**src/rtl/pipe_hazard_ctrl_if.sv**
```systemverilog
// Control bundle between the 5-stage pipeline datapath and its hazard sequencer.
// The sequencer takes the master modport; the datapath (or a bench) takes the slave modport.
interface pipe_hazard_ctrl_if #(
  parameter int CNT_W = 16
);
  logic [4:0]       id_rs;
  logic [4:0]       id_rt;
  logic             id_uses_rt;
  logic             mc_start;
  logic             ex_memread;
  logic [4:0]       ex_rt;
  logic             ex_jump;
  logic             ex_branch_taken;

  logic             pc_en;
  logic             ifid_en;
  logic             ifid_flush;
  logic             idex_en;
  logic             idex_flush;
  logic             exmem_bubble;
  logic             redirect;
  logic             mc_busy;
  logic [CNT_W-1:0] stall_cnt;

  modport master (
    input  id_rs, id_rt, id_uses_rt, mc_start,
    input  ex_memread, ex_rt, ex_jump, ex_branch_taken,
    output pc_en, ifid_en, ifid_flush, idex_en, idex_flush,
    output exmem_bubble, redirect, mc_busy, stall_cnt
  );

  modport slave (
    output id_rs, id_rt, id_uses_rt, mc_start,
    output ex_memread, ex_rt, ex_jump, ex_branch_taken,
    input  pc_en, ifid_en, ifid_flush, idex_en, idex_flush,
    input  exmem_bubble, redirect, mc_busy, stall_cnt
  );
endinterface

```
**src/rtl/pipe_hazard_ctrl.sv**
```systemverilog
// Stall/flush sequencer for the 5-stage pipeline: load-use bubbles, EX redirect squash,
// multi-cycle ALU freeze, and a saturating stall-cycle counter.
module pipe_hazard_ctrl #(
  parameter int MC_LAT = 4,
  parameter int CNT_W  = 16
) (
  input logic              clk,
  input logic              rst,
  pipe_hazard_ctrl_if.master hz
);

  typedef enum logic {RUN = 1'b0, MCWAIT = 1'b1} state_t;

  state_t           state_q;
  logic [7:0]       mc_cnt_q;
  logic             id_valid_q;
  logic [CNT_W-1:0] stall_cnt_q;

  logic redir;
  logic lu;
  logic mc_enter;
  logic pc_en, ifid_en, ifid_flush, idex_en, idex_flush, exmem_bubble, redirect;

  assign redir = hz.ex_jump | hz.ex_branch_taken;
  // Register 0 is hard-wired, so a load targeting it can never feed a consumer.
  assign lu    = id_valid_q & hz.ex_memread & (hz.ex_rt != 5'd0) &
                 ((hz.ex_rt == hz.id_rs) | (hz.id_uses_rt & (hz.ex_rt == hz.id_rt)));

  // Outputs are combinational so a stall or flush acts in the cycle the hazard is seen.
  always_comb begin
    // NOTE: every output gets a default first so no path through the priority chain infers a latch.
    pc_en        = 1'b1;
    ifid_en      = 1'b1;
    ifid_flush   = 1'b0;
    idex_en      = 1'b1;
    idex_flush   = 1'b0;
    exmem_bubble = 1'b0;
    redirect     = 1'b0;
    mc_enter     = 1'b0;

    if (rst) begin
      pc_en        = 1'b0;
      ifid_en      = 1'b0;
      idex_en      = 1'b0;
      ifid_flush   = 1'b1;
      idex_flush   = 1'b1;
      exmem_bubble = 1'b1;
    end else if (state_q == MCWAIT) begin
      // EX holds the multi-cycle op, so redirects and load-use matches are meaningless here.
      pc_en        = 1'b0;
      ifid_en      = 1'b0;
      idex_en      = 1'b0;
      exmem_bubble = 1'b1;
    end else if (redir) begin
      redirect   = 1'b1;
      ifid_flush = 1'b1;
      idex_flush = 1'b1;
    end else if (lu) begin
      pc_en      = 1'b0;
      ifid_en    = 1'b0;
      idex_flush = 1'b1;
    end else if (hz.mc_start && id_valid_q) begin
      mc_enter = 1'b1;
    end
  end

  assign hz.pc_en        = pc_en;
  assign hz.ifid_en      = ifid_en;
  assign hz.ifid_flush   = ifid_flush;
  assign hz.idex_en      = idex_en;
  assign hz.idex_flush   = idex_flush;
  assign hz.exmem_bubble = exmem_bubble;
  assign hz.redirect     = redirect;
  assign hz.mc_busy      = (state_q == MCWAIT);
  assign hz.stall_cnt    = stall_cnt_q;

  // NOTE: all state is updated with non-blocking assignments so every flop samples pre-edge values.
  always_ff @(posedge clk) begin
    if (rst) begin
      state_q     <= RUN;
      mc_cnt_q    <= 8'd0;
      id_valid_q  <= 1'b0;
      stall_cnt_q <= '0;
    end else begin
      case (state_q)
        RUN: begin
          if (mc_enter) begin
            state_q  <= MCWAIT;
            mc_cnt_q <= 8'(MC_LAT - 1);
          end
        end
        MCWAIT: begin
          if (mc_cnt_q == 8'd0) state_q <= RUN;
          else                  mc_cnt_q <= mc_cnt_q - 8'd1;
        end
        default: state_q <= RUN;
      endcase

      if (ifid_flush)   id_valid_q <= 1'b0;
      else if (ifid_en) id_valid_q <= 1'b1;

      if (!pc_en && (stall_cnt_q != {CNT_W{1'b1}}))
        stall_cnt_q <= stall_cnt_q + 1'b1;
    end
  end

endmodule
```
**src/flat_wrapper.sv**
```systemverilog
// flat-port wrapper written by rule: the top's interface ports become plain ports
module pipe_hazard_ctrl_flat 
#(
  parameter int MC_LAT = 4,
  parameter int CNT_W  = 16
)
  (clk, rst, hz_id_rs, hz_id_rt, hz_id_uses_rt, hz_mc_start, hz_ex_memread, hz_ex_rt, hz_ex_jump, hz_ex_branch_taken, hz_pc_en, hz_ifid_en, hz_ifid_flush, hz_idex_en, hz_idex_flush, hz_exmem_bubble, hz_redirect, hz_mc_busy, hz_stall_cnt);
  pipe_hazard_ctrl_if #(.CNT_W(CNT_W)) hz_i ();
  input logic clk;
  input logic rst;
  input wire logic [$bits(hz_i.id_rs)-1:0] hz_id_rs;
  input wire logic [$bits(hz_i.id_rt)-1:0] hz_id_rt;
  input wire logic [$bits(hz_i.id_uses_rt)-1:0] hz_id_uses_rt;
  input wire logic [$bits(hz_i.mc_start)-1:0] hz_mc_start;
  input wire logic [$bits(hz_i.ex_memread)-1:0] hz_ex_memread;
  input wire logic [$bits(hz_i.ex_rt)-1:0] hz_ex_rt;
  input wire logic [$bits(hz_i.ex_jump)-1:0] hz_ex_jump;
  input wire logic [$bits(hz_i.ex_branch_taken)-1:0] hz_ex_branch_taken;
  output wire logic [$bits(hz_i.pc_en)-1:0] hz_pc_en;
  output wire logic [$bits(hz_i.ifid_en)-1:0] hz_ifid_en;
  output wire logic [$bits(hz_i.ifid_flush)-1:0] hz_ifid_flush;
  output wire logic [$bits(hz_i.idex_en)-1:0] hz_idex_en;
  output wire logic [$bits(hz_i.idex_flush)-1:0] hz_idex_flush;
  output wire logic [$bits(hz_i.exmem_bubble)-1:0] hz_exmem_bubble;
  output wire logic [$bits(hz_i.redirect)-1:0] hz_redirect;
  output wire logic [$bits(hz_i.mc_busy)-1:0] hz_mc_busy;
  output wire logic [$bits(hz_i.stall_cnt)-1:0] hz_stall_cnt;
  assign hz_i.id_rs = hz_id_rs;
  assign hz_i.id_rt = hz_id_rt;
  assign hz_i.id_uses_rt = hz_id_uses_rt;
  assign hz_i.mc_start = hz_mc_start;
  assign hz_i.ex_memread = hz_ex_memread;
  assign hz_i.ex_rt = hz_ex_rt;
  assign hz_i.ex_jump = hz_ex_jump;
  assign hz_i.ex_branch_taken = hz_ex_branch_taken;
  assign hz_pc_en = hz_i.pc_en;
  assign hz_ifid_en = hz_i.ifid_en;
  assign hz_ifid_flush = hz_i.ifid_flush;
  assign hz_idex_en = hz_i.idex_en;
  assign hz_idex_flush = hz_i.idex_flush;
  assign hz_exmem_bubble = hz_i.exmem_bubble;
  assign hz_redirect = hz_i.redirect;
  assign hz_mc_busy = hz_i.mc_busy;
  assign hz_stall_cnt = hz_i.stall_cnt;
  pipe_hazard_ctrl #(.MC_LAT(MC_LAT), .CNT_W(CNT_W)) u_core (.clk(clk), .rst(rst), .hz(hz_i));
endmodule
```
**config.mk**
```make
export PLATFORM = sky130hd
export DESIGN_NAME = pipe_hazard_ctrl_flat
export DESIGN_NICKNAME = d
export VERILOG_FILES = /design/src/rtl/pipe_hazard_ctrl_if.sv /design/src/rtl/pipe_hazard_ctrl.sv /design/src/flat_wrapper.sv
export SDC_FILE = /design/constraint.sdc
export NUM_CORES = 1
export LEC_CHECK = 0
export BUFFER_PORTS_ARGS = -buffer_cell sky130_fd_sc_hd__buf_2
export CAP_MARGIN = 20
export CORE_MARGIN = 4
export CORE_UTILIZATION = 35
export CTS_BUF_LIST = sky130_fd_sc_hd__clkbuf_16
export CTS_CLUSTER_DIAMETER = 50
export DETAILED_ROUTE_END_ITERATION = 10
export GPL_ROUTABILITY_DRIVEN = 0
export PLACE_DENSITY = 0.56
export SYNTH_ARGS = -nofsm -noshare
export SYNTH_HDL_FRONTEND = slang
export SYNTH_SLANG_ARGS = --single-unit
```
**constraint.sdc**
```tcl
create_clock -name clk -period 2.9 [get_ports clk]
set_clock_uncertainty 0.1 [all_clocks]
set_input_delay 0.58 -clock clk [delete_from_list [all_inputs] [get_ports clk]]
set_output_delay 0.58 -clock clk [all_outputs]
set_load 0.05 [all_outputs]
```
=== Yosys cells after proc, flatten, opt, wreduce, memory -nomap -nowiden ===
Index checks and enable logic that the tools add are counted.

* Add/subtract/negate cells: 2
* Eq/ne operators: 5
* Muxes and demuxes: 27
* Bitwise gates (word level): 7
* Reductions and logical operators: 7

{| class="wikitable"
|+ Operators with widths
! kind !! count
|-
| 1-bit two-way mux || 23
|-
| 16-bit by 1-bit adder with 16-bit output, second input constant || 1
|-
| 8-bit two-way mux || 2
|-
| 16-bit != test, second input constant || 1
|-
| 8-bit one-hot mux with 2 select lines || 1
|-
| 5-bit == test || 2
|-
| 8-bit logical NOT || 1
|-
| 8-bit by 1-bit subtractor with 8-bit output, second input constant || 1
|-
| 5-bit nonzero test || 1
|-
| 1-bit AND || 4
|-
| 1-bit logical AND || 2
|-
| 2-bit by 1-bit != test with 1-bit output, second input constant || 1
|-
| 2-bit != test, second input constant || 1
|-
| 1-bit bitwise OR || 2
|-
| 1-bit one-hot mux with 2 select lines || 1
|-
| 2-bit AND reduction || 1
|-
| 2-bit OR reduction || 1
|-
| 1-bit logical NOT || 1
|-
| 1-bit NOT || 1
|}

* Bits in registers: 26
* Input port bits: 22
* Output and inout bits: 24
* Word-level logic and storage cells: 52

=== Depth between registers and ports, before layout ===
Gate-level depths: netlist of the first run.

* Depth after elaboration: 10
* Mapped depth: 9
* Gate-level depth less buffers: 8

=== Worst setup path after synthesis of the first run ===
Ideal clock, no wire load.

* Path type: input to output
* From: input port rst
* To: output port hz_pc_en
* Data arrival time: 2.560 ns
* Setup slack: -0.340 ns
* Stages: 8
* Buffers on the path: 4
* Cell sequence: clkbuf_1 or2_2 inv_1 o21ai_2 inv_2 buf_6 buf_2 buf_4

* Cells in the longest elaborated chain, start to end: 1

{| class="wikitable"
|+ Ends and longest elaborated chain
! what !! line !! source
|-
| from (decl) || flat_wrapper.sv:10 || <nowiki>input logic rst;</nowiki>
|-
| 1-bit two-way mux || - ||
|-
| to (decl) || flat_wrapper.sv:19 || <nowiki>output wire logic [$bits(hz_i.pc_en)-1:0] hz_pc_en;</nowiki>
|}

No other way between the ends.

=== Final worst setup path of the first run ===
* From: input port hz_ex_rt[0]
* To: output port hz_pc_en

* Cells in the longest elaborated chain, start to end: 8
* Elaborated cells between the ends (all ways): 11
* Those cells by class: eq/ne: 2; mux: 4; bitwise: 4; reduce/logical: 1

{| class="wikitable"
|+ Ends and longest elaborated chain
! what !! line !! source
|-
| from (decl) || flat_wrapper.sv:16 || <nowiki>input wire logic [$bits(hz_i.ex_rt)-1:0] hz_ex_rt;</nowiki>
|-
| 5-bit == test || pipe_hazard_ctrl.sv:27 || <nowiki>((hz.ex_rt == hz.id_rs) | (hz.id_uses_rt & (hz.ex_rt == hz.id_rt)));</nowiki>
|-
| 1-bit AND || pipe_hazard_ctrl.sv:27 ||
|-
| 1-bit bitwise OR || pipe_hazard_ctrl.sv:27 ||
|-
| 1-bit AND (*) || pipe_hazard_ctrl.sv:26 || <nowiki>assign lu = id_valid_q & hz.ex_memread & (hz.ex_rt != 5'd0) &</nowiki>
|-
| 1-bit two-way mux (*) || pipe_hazard_ctrl.sv:58 || <nowiki>end else if (lu) begin</nowiki>
|-
| 1-bit two-way mux (*) || pipe_hazard_ctrl.sv:54 || <nowiki>end else if (redir) begin</nowiki>
|-
| 1-bit two-way mux (*) || pipe_hazard_ctrl.sv:48 || <nowiki>end else if (state_q == MCWAIT) begin</nowiki>
|-
| 1-bit two-way mux (*) || pipe_hazard_ctrl.sv:41 || <nowiki>if (rst) begin</nowiki>
|}

Every way passes the cells marked *; elsewhere a longest branch is shown, timed or not.

==> run metrics, run 1 <==
Vias/cell=5.04; Post-CTS Setup Bufs=0; clk root buf=clkbuf_16; CP Data Arrival Time=around 2100 ps; Rel. slew slack=approximately 57%; RSZ-0062 raised after global routing=no; post-DP HPWL=2.53 mm; vias in the first global route=roughly 1300; nets=about 250; DRT iter0 DRCs=roughly 60; Die X=a little over 70 um; Hold Crit Start=u_core.mc_cnt_q[1]; synth top area cells=dfxtp_1, xor2_1, nor2_1, or4_1, a21oi_1; routed wire length=between 3 and 4 mm; critical path, cell by cell=buf_2 -> or4_1 -> o211ai_1 -> or3_1 -> o21ai_2 -> inv_2 -> buf_2; I/O pins=46; worst slack, placed=99.1 ps; R2R depth=7; final antenna-violating net count=0; ratio of cells with drive above 1 in the final layout=around 30%; register bit total from synthesis=26; crit start category=input port; P&R area growth vs syn=24.7%; post-cts resize count=0; vias after detailed routing=1362; H-tree Lvls=1; Mapped Cells=between 150 and 200; distinct cell type count of the synthesized netlist=42; min-delay worst type=register to register; Initial Util=36.4%; Critical R2R Launch=u_core.hz.stall_cnt[7]; Post-synth EDFFs=0; r2r setup slk=540 ps; hold path depth=1; CTS sink cnt=26; most common cell after layout, fill and taps aside=buf_2; Inserted Clock Buffers=3; Max VDD drop=roughly 280 uV; PD cells=420 mW/mm2; Leak=0.000761 uW; type of the worst setup path=input port to output port; Slew @ Worst Pin=approximately 650 ps; CTS tree=done; CORE AREA=approximately 0.004 mm2; initial antenna violation count=0; CTS max path bufs=2; status=complete, no violations; total power=between 700 and 800 uW; row count=23; fin crit period=roughly 2800 ps; GRT Util Overall=~14%; drt drc=0; CP top delay family=simple AND/OR/NAND/NOR gates; CP peak stage delay=roughly 520 ps; Setup WS post-layout=about 120 ps; full die area=~0.0053 mm2; endpoints failing setup=0; Die Span Y=72.7 um; final hold vios=0; largest area contributor in the netlist=dfxtp_1; number of warning messages in the yosys log=0; WL per Instance=about 12 um; CP Data Required Time=2220 ps; final worst-path cycle share=about 96%; number of detailed-route iterations in the first pass=4; GRT Residual Overflow=0; Synth Flop Type=dfxtp_1; Fill cells=about 430; pin count of the biggest net entering global routing=28; crit path from=hz_ex_rt[0]; Post-CTS Hold Buffers=0; syn_nets=around 200; most frequent cells in the layout=buf_2, dfxtp_1, nor2_1, a21oi_1, nand3_1; Hold EP=u_core.mc_cnt_q[1]; CP Max Fanout=5; Final Max Slew Viols=0; syn avg cell area=8.37 um2; Crit. End Element=output port; Async SR Flop Fraction=0%; fin util=approximately 45%; Worst-Skew Late Latency=about 260 ps; Synth top area share=between 30% and 40%; Ant. Diodes=0; Top cell by count, worst path=buf_2; Worst-path clk slew=about 60 ps; Mapped Area=0.00147 mm2; FF-to-FF End=u_core.hz.stall_cnt[6]; Port Buffer Count=45; Max Cap Viol=0; buffers plus inverters on the worst setup path=3; fmax=around 360 MHz; CP max-delay cell=or4_1; first-pass GRT wire length=around 6 mm; Setup TNS Final=0 ps; register area share after synthesis=~36%
cell usage after synthesis (2+ instances only):
cell      count
or4_1         9
buf_2         3
clkbuf_1      4
nor2b_1       6
nor2_1       20
nand3_1      11
xnor2_1       6
or2_2         3
ha_1          2
inv_1         4
o21a_1        2
nor3_1        5
or3_1         3
mux2_2        5
xor2_1       10
nor4_1        3
o31ai_1       7
a21oi_1      12
nand2_1       6
dfxtp_1      26
o21ai_0       4
and3_1        4
cells by family (layout without fill, tap and decap cells):
kind of cell | after synthesis | count (layout) | share of synthesized area (%)
simple gates | 76 | 76 | 28.4
compound gates | 36 | 36 | 16.4
xor+xnor | 16 | 16 | 9.56
fa+ha+maj | 2 | 2 | 1.71
buf+inv | 14 | 59 | 4.61
flops | 26 | 26 | 35.5
mux | 5 | 5 | 3.84
report_power, final:
| group | switching, uW | internal (uW) | leakage [uW] |
|---|---|---|---|
| registers | 2.70 | 360 | 0.000210 |
| logic | 62.1 | 34.0 | 0.000513 |
| clock network | 124 | 185 | 0.0000385 |
flip-flops by register name, summed over array words and instances (netlist names):
signal	cells
u_core.hz.stall_cnt	16
u_core.mc_cnt_q	8
u_core.hz.mc_busy	1
u_core.id_valid_q	1
per-layer routing:
layer  global-route usage (%)  share of wire [%]
met5                        0                  0
met3                     3.99                7.6
met2                     21.6                 44
met1                     18.4                 48
met4                     1.84               0.39
through the flow:
step                      hold slack, ps  cell area [um2]  std cells
after detailed placement             354             1750        266
after global placement               355             1750        266
after CTS                            369             1830        270
after floorplan                      340             1470        175
final                                365             1830        270
after global routing                 410             1830        270
final cells by class:
class                   instances  area [um2]  share of cell area, %
well taps                      50        62.6                   3.42
inverters                       5        22.5                   1.23
clock inverters                 1        3.75                  0.205
repair buffers                 50         263                   14.4
flip-flops and latches         26         520                   28.5
multi-input cells             135         880                   48.2
clock buffers                   3        75.1                   4.11
how the worst max path moves through the flow:
stage          cells past startpoint         end
4_1_cts                            7  hz_ifid_en
5_1_grt                            7    hz_pc_en
6_report                           7    hz_pc_en
2_1_floorplan                      8    hz_pc_en
3_5_place_dp                       7  hz_ifid_en
3_3_place_gp                       7  hz_ifid_en
Power figures use the tool's default switching activity.
==> run 2: changes to the inputs <==
--- a/config.mk
+++ b/config.mk
@@ -5,15 +5,17 @@
 export SDC_FILE = /design/constraint.sdc
 export NUM_CORES = 1
 export LEC_CHECK = 0
+export ABC_AREA = 1
 export BUFFER_PORTS_ARGS = -buffer_cell sky130_fd_sc_hd__buf_2
 export CAP_MARGIN = 20
 export CORE_MARGIN = 4
 export CORE_UTILIZATION = 35
 export CTS_BUF_LIST = sky130_fd_sc_hd__clkbuf_16
-export CTS_CLUSTER_DIAMETER = 50
+export CTS_CLUSTER_DIAMETER = 150
 export DETAILED_ROUTE_END_ITERATION = 10
 export GPL_ROUTABILITY_DRIVEN = 0
-export PLACE_DENSITY = 0.56
+export PLACE_DENSITY = 0.55
+export RECOVER_POWER = 50
 export SYNTH_ARGS = -nofsm -noshare
 export SYNTH_HDL_FRONTEND = slang
 export SYNTH_SLANG_ARGS = --single-unit
==> run metrics, run 2 <==
vias after detailed routing=roughly 1700; fmax=429 MHz; Die X=around 80 um; H-tree Lvls=1; Post-synth EDFFs=0; Post-CTS Hold Buffers=0; clk root buf=clkbuf_16; r2r setup slk=~900 ps; nets=336; hold path depth=2; Async SR Flop Fraction=0%; Ant. Diodes=0; Port Buffer Count=45; drt drc=0; critical path, cell by cell=clkbuf_1 -> inv_2 -> nand2_1 -> nand2_1 -> nor2_1 -> nand3_1 -> nand2_1 -> nand3_1 -> nand2_2 -> clkbuf_1 -> nand2_4 -> nand2_1 -> a21oi_2; largest family of logic cells by synthesized area=simple AND/OR/NAND/NOR gates; Hold Crit Start=u_core.hz.stall_cnt[15]; WL per Instance=roughly 11 um; Final Max Slew Viols=0; most frequent cells in the layout=nand2_1, nor2_1, nand3_1; RSZ-0062 raised after global routing=no; distinct cell type count of the synthesized netlist=27; type of the worst setup path=input port to register; Max Cap Viol=0; endpoints failing setup=0; Post-Synth Adder-Cell Area=between 1 and 1.5%; CP top delay family=simple AND/OR/NAND/NOR gates; Mapped Area=0.00176 mm2; most common cell after layout, fill and taps aside=nand2_1; Synth Area in Simple Gates=40.2%; mux cell area share after synthesis=0%; Inserted Clock Buffers=3; post-cts resize count=0; Slew @ Worst Pin=a little under 800 ps; CP Data Required Time=between 2000 and 3000 ps; CP Max Fanout=17; synth top area cells=dfxtp_1, nand2_1, nand3_1, nor2_1, xor2_1; P&R area growth vs syn=19.0%; DRT iter0 DRCs=between 60 and 70; Die Span Y=78.9 um; row count=25; CP peak stage delay=590 ps; CTS sink cnt=26; number of detailed-route iterations in the first pass=4; CP Data Arrival Time=roughly 2400 ps; Vias/cell=around 4.5; pin count of the biggest net entering global routing=23; Worst-Skew Late Latency=~260 ps; Worst-path clk slew=around 60 ps; Rel. slew slack=roughly 49%; final antenna-violating net count=0; Setup TNS Final=0 ps; CP max-delay cell=clkbuf_1; Top cell by count, worst path=nand2_1; CORE AREA=~0.0048 mm2; R2R depth=9; buffers plus inverters on the worst setup path=3; status=complete, no violations; initial antenna violation count=0; largest area contributor in the netlist=dfxtp_1; Max VDD drop=between 150 and 200 uV; CTS max path bufs=2; worst hold-check slack=a little under 400 ps; register area share after synthesis=between 20% and 30%; crit start category=input port; Initial Util=36.8%; Synth top cells by count=nand2_1, nor2_1, nand3_1; register bit total from synthesis=26; number of warning messages in the yosys log=0; FF-to-FF End=u_core.hz.stall_cnt[3]; PD cells=around 370 mW/mm2; Hold EP=u_core.hz.stall_cnt[15]; Critical R2R Launch=u_core.hz.stall_cnt[0]; routed wire length=just over 4 mm; Post-CTS Setup Bufs=0; full die area=0.00623 mm2; I/O pins=46; compound-gate portion of the synthesized area=9.88%; Cell Count, Final, Fillers Out=about 380; Leak=roughly 0.00090 uW; Crit. End Element=register; xor/xnor share of the synthesized area=under 10%; max reg flops=16; Synth top area share=roughly 30%; CTS tree=done; placed insts=roughly 370; GRT Util Overall=between 10 and 15%; post-DP HPWL=about 3.2 mm; GRT Residual Overflow=0; syn_nets=between 200 and 300; Mapped Cells=267; syn avg cell area=about 6.6 um2; first-pass GRT wire length=approximately 7.3 mm; vias in the first global route=between 1500 and 2000; Synth Flop Type=dfxtp_1; ratio of cells with drive above 1 in the final layout=between 15 and 20%; min-delay worst type=register to register; final hold vios=0; final worst-path cycle share=about 80%; most frequent cell after synthesis=nand2_1; fin crit period=between 2000 and 2500 ps
-- run 2: worst min-delay path, delay by kind of cell (launching register included) --
family	cells	cell delay, ps
flops	1	320
simple gates	1	80
compound gates	1	50
-- run 2: per-stage QoR --
step | setup slack (ps) | area (um2) | utilization (%) | total power (uW)
after floorplan | 155 | 1760 | - | 443
after global placement | 649 | 2050 | 42.7 | 478
after detailed placement | 642 | 2050 | 42.7 | 479
after CTS | 641 | 2120 | 44.4 | 791
after global routing | 238 | 2090 | 43.8 | 814
final | 571 | 2090 | 43.8 | 772
-- run 2: worst max path at each step --
stage / startpoint / end / slack, ps / cells past startpoint
2_1_floorplan: u_core.hz.mc_busy / hz_redirect / 150 / 3
3_3_place_gp: hz_ex_rt[3] / hz_idex_flush / 650 / 12
4_1_cts: hz_ex_rt[3] / hz_idex_flush / 640 / 12
5_1_grt: hz_ex_rt[3] / u_core.hz.stall_cnt[9] / 240 / 13
6_report: hz_ex_rt[3] / u_core.hz.stall_cnt[8] / 570 / 13
3_5_place_dp: hz_ex_rt[3] / hz_idex_flush / 640 / 12
-- run 2: cell families (layout without fill, tap and decap cells) --
group                    Yosys count  after routing
AND/OR/NAND/NOR                  157            157
XOR/XNOR                          20             20
buffers and inverters             38             82
flip-flops                        26             26
AO/OA/AOI/OAI                     24             24
adder cells (fa/ha/maj)            2              2
-- run 2: power by group --
part           total [uW]  leakage [uW]  switching [uW]  internal [uW]
sequential            364      0.000210            3.73            360
combinational         104      0.000654            72.5           31.3
clock                 305     0.0000385             121            184
total                 772      0.000902             197            576
-- run 2: final cells by class --
class	count	area, um2
Clock inverter	1	3.75
Timing Repair Buffer	47	213
Sequential cell	26	520
Tap cell	67	83.8
Multi-Input combinational cell	203	1080
Inverter	31	116
Clock buffer	3	75.1
Fill cell	541	2690
-- run 2: per-layer routing --
layer / wire length (um) / up-vias / GRT usage (%)
li1: - / 931 / -
met1: 1800 / 756 / 17.0
met2: 2060 / 26 / 26.1
met3: 156 / 4 / 2.27
met4: 40 / 0 / 3.95
met5: 0 / - / 0
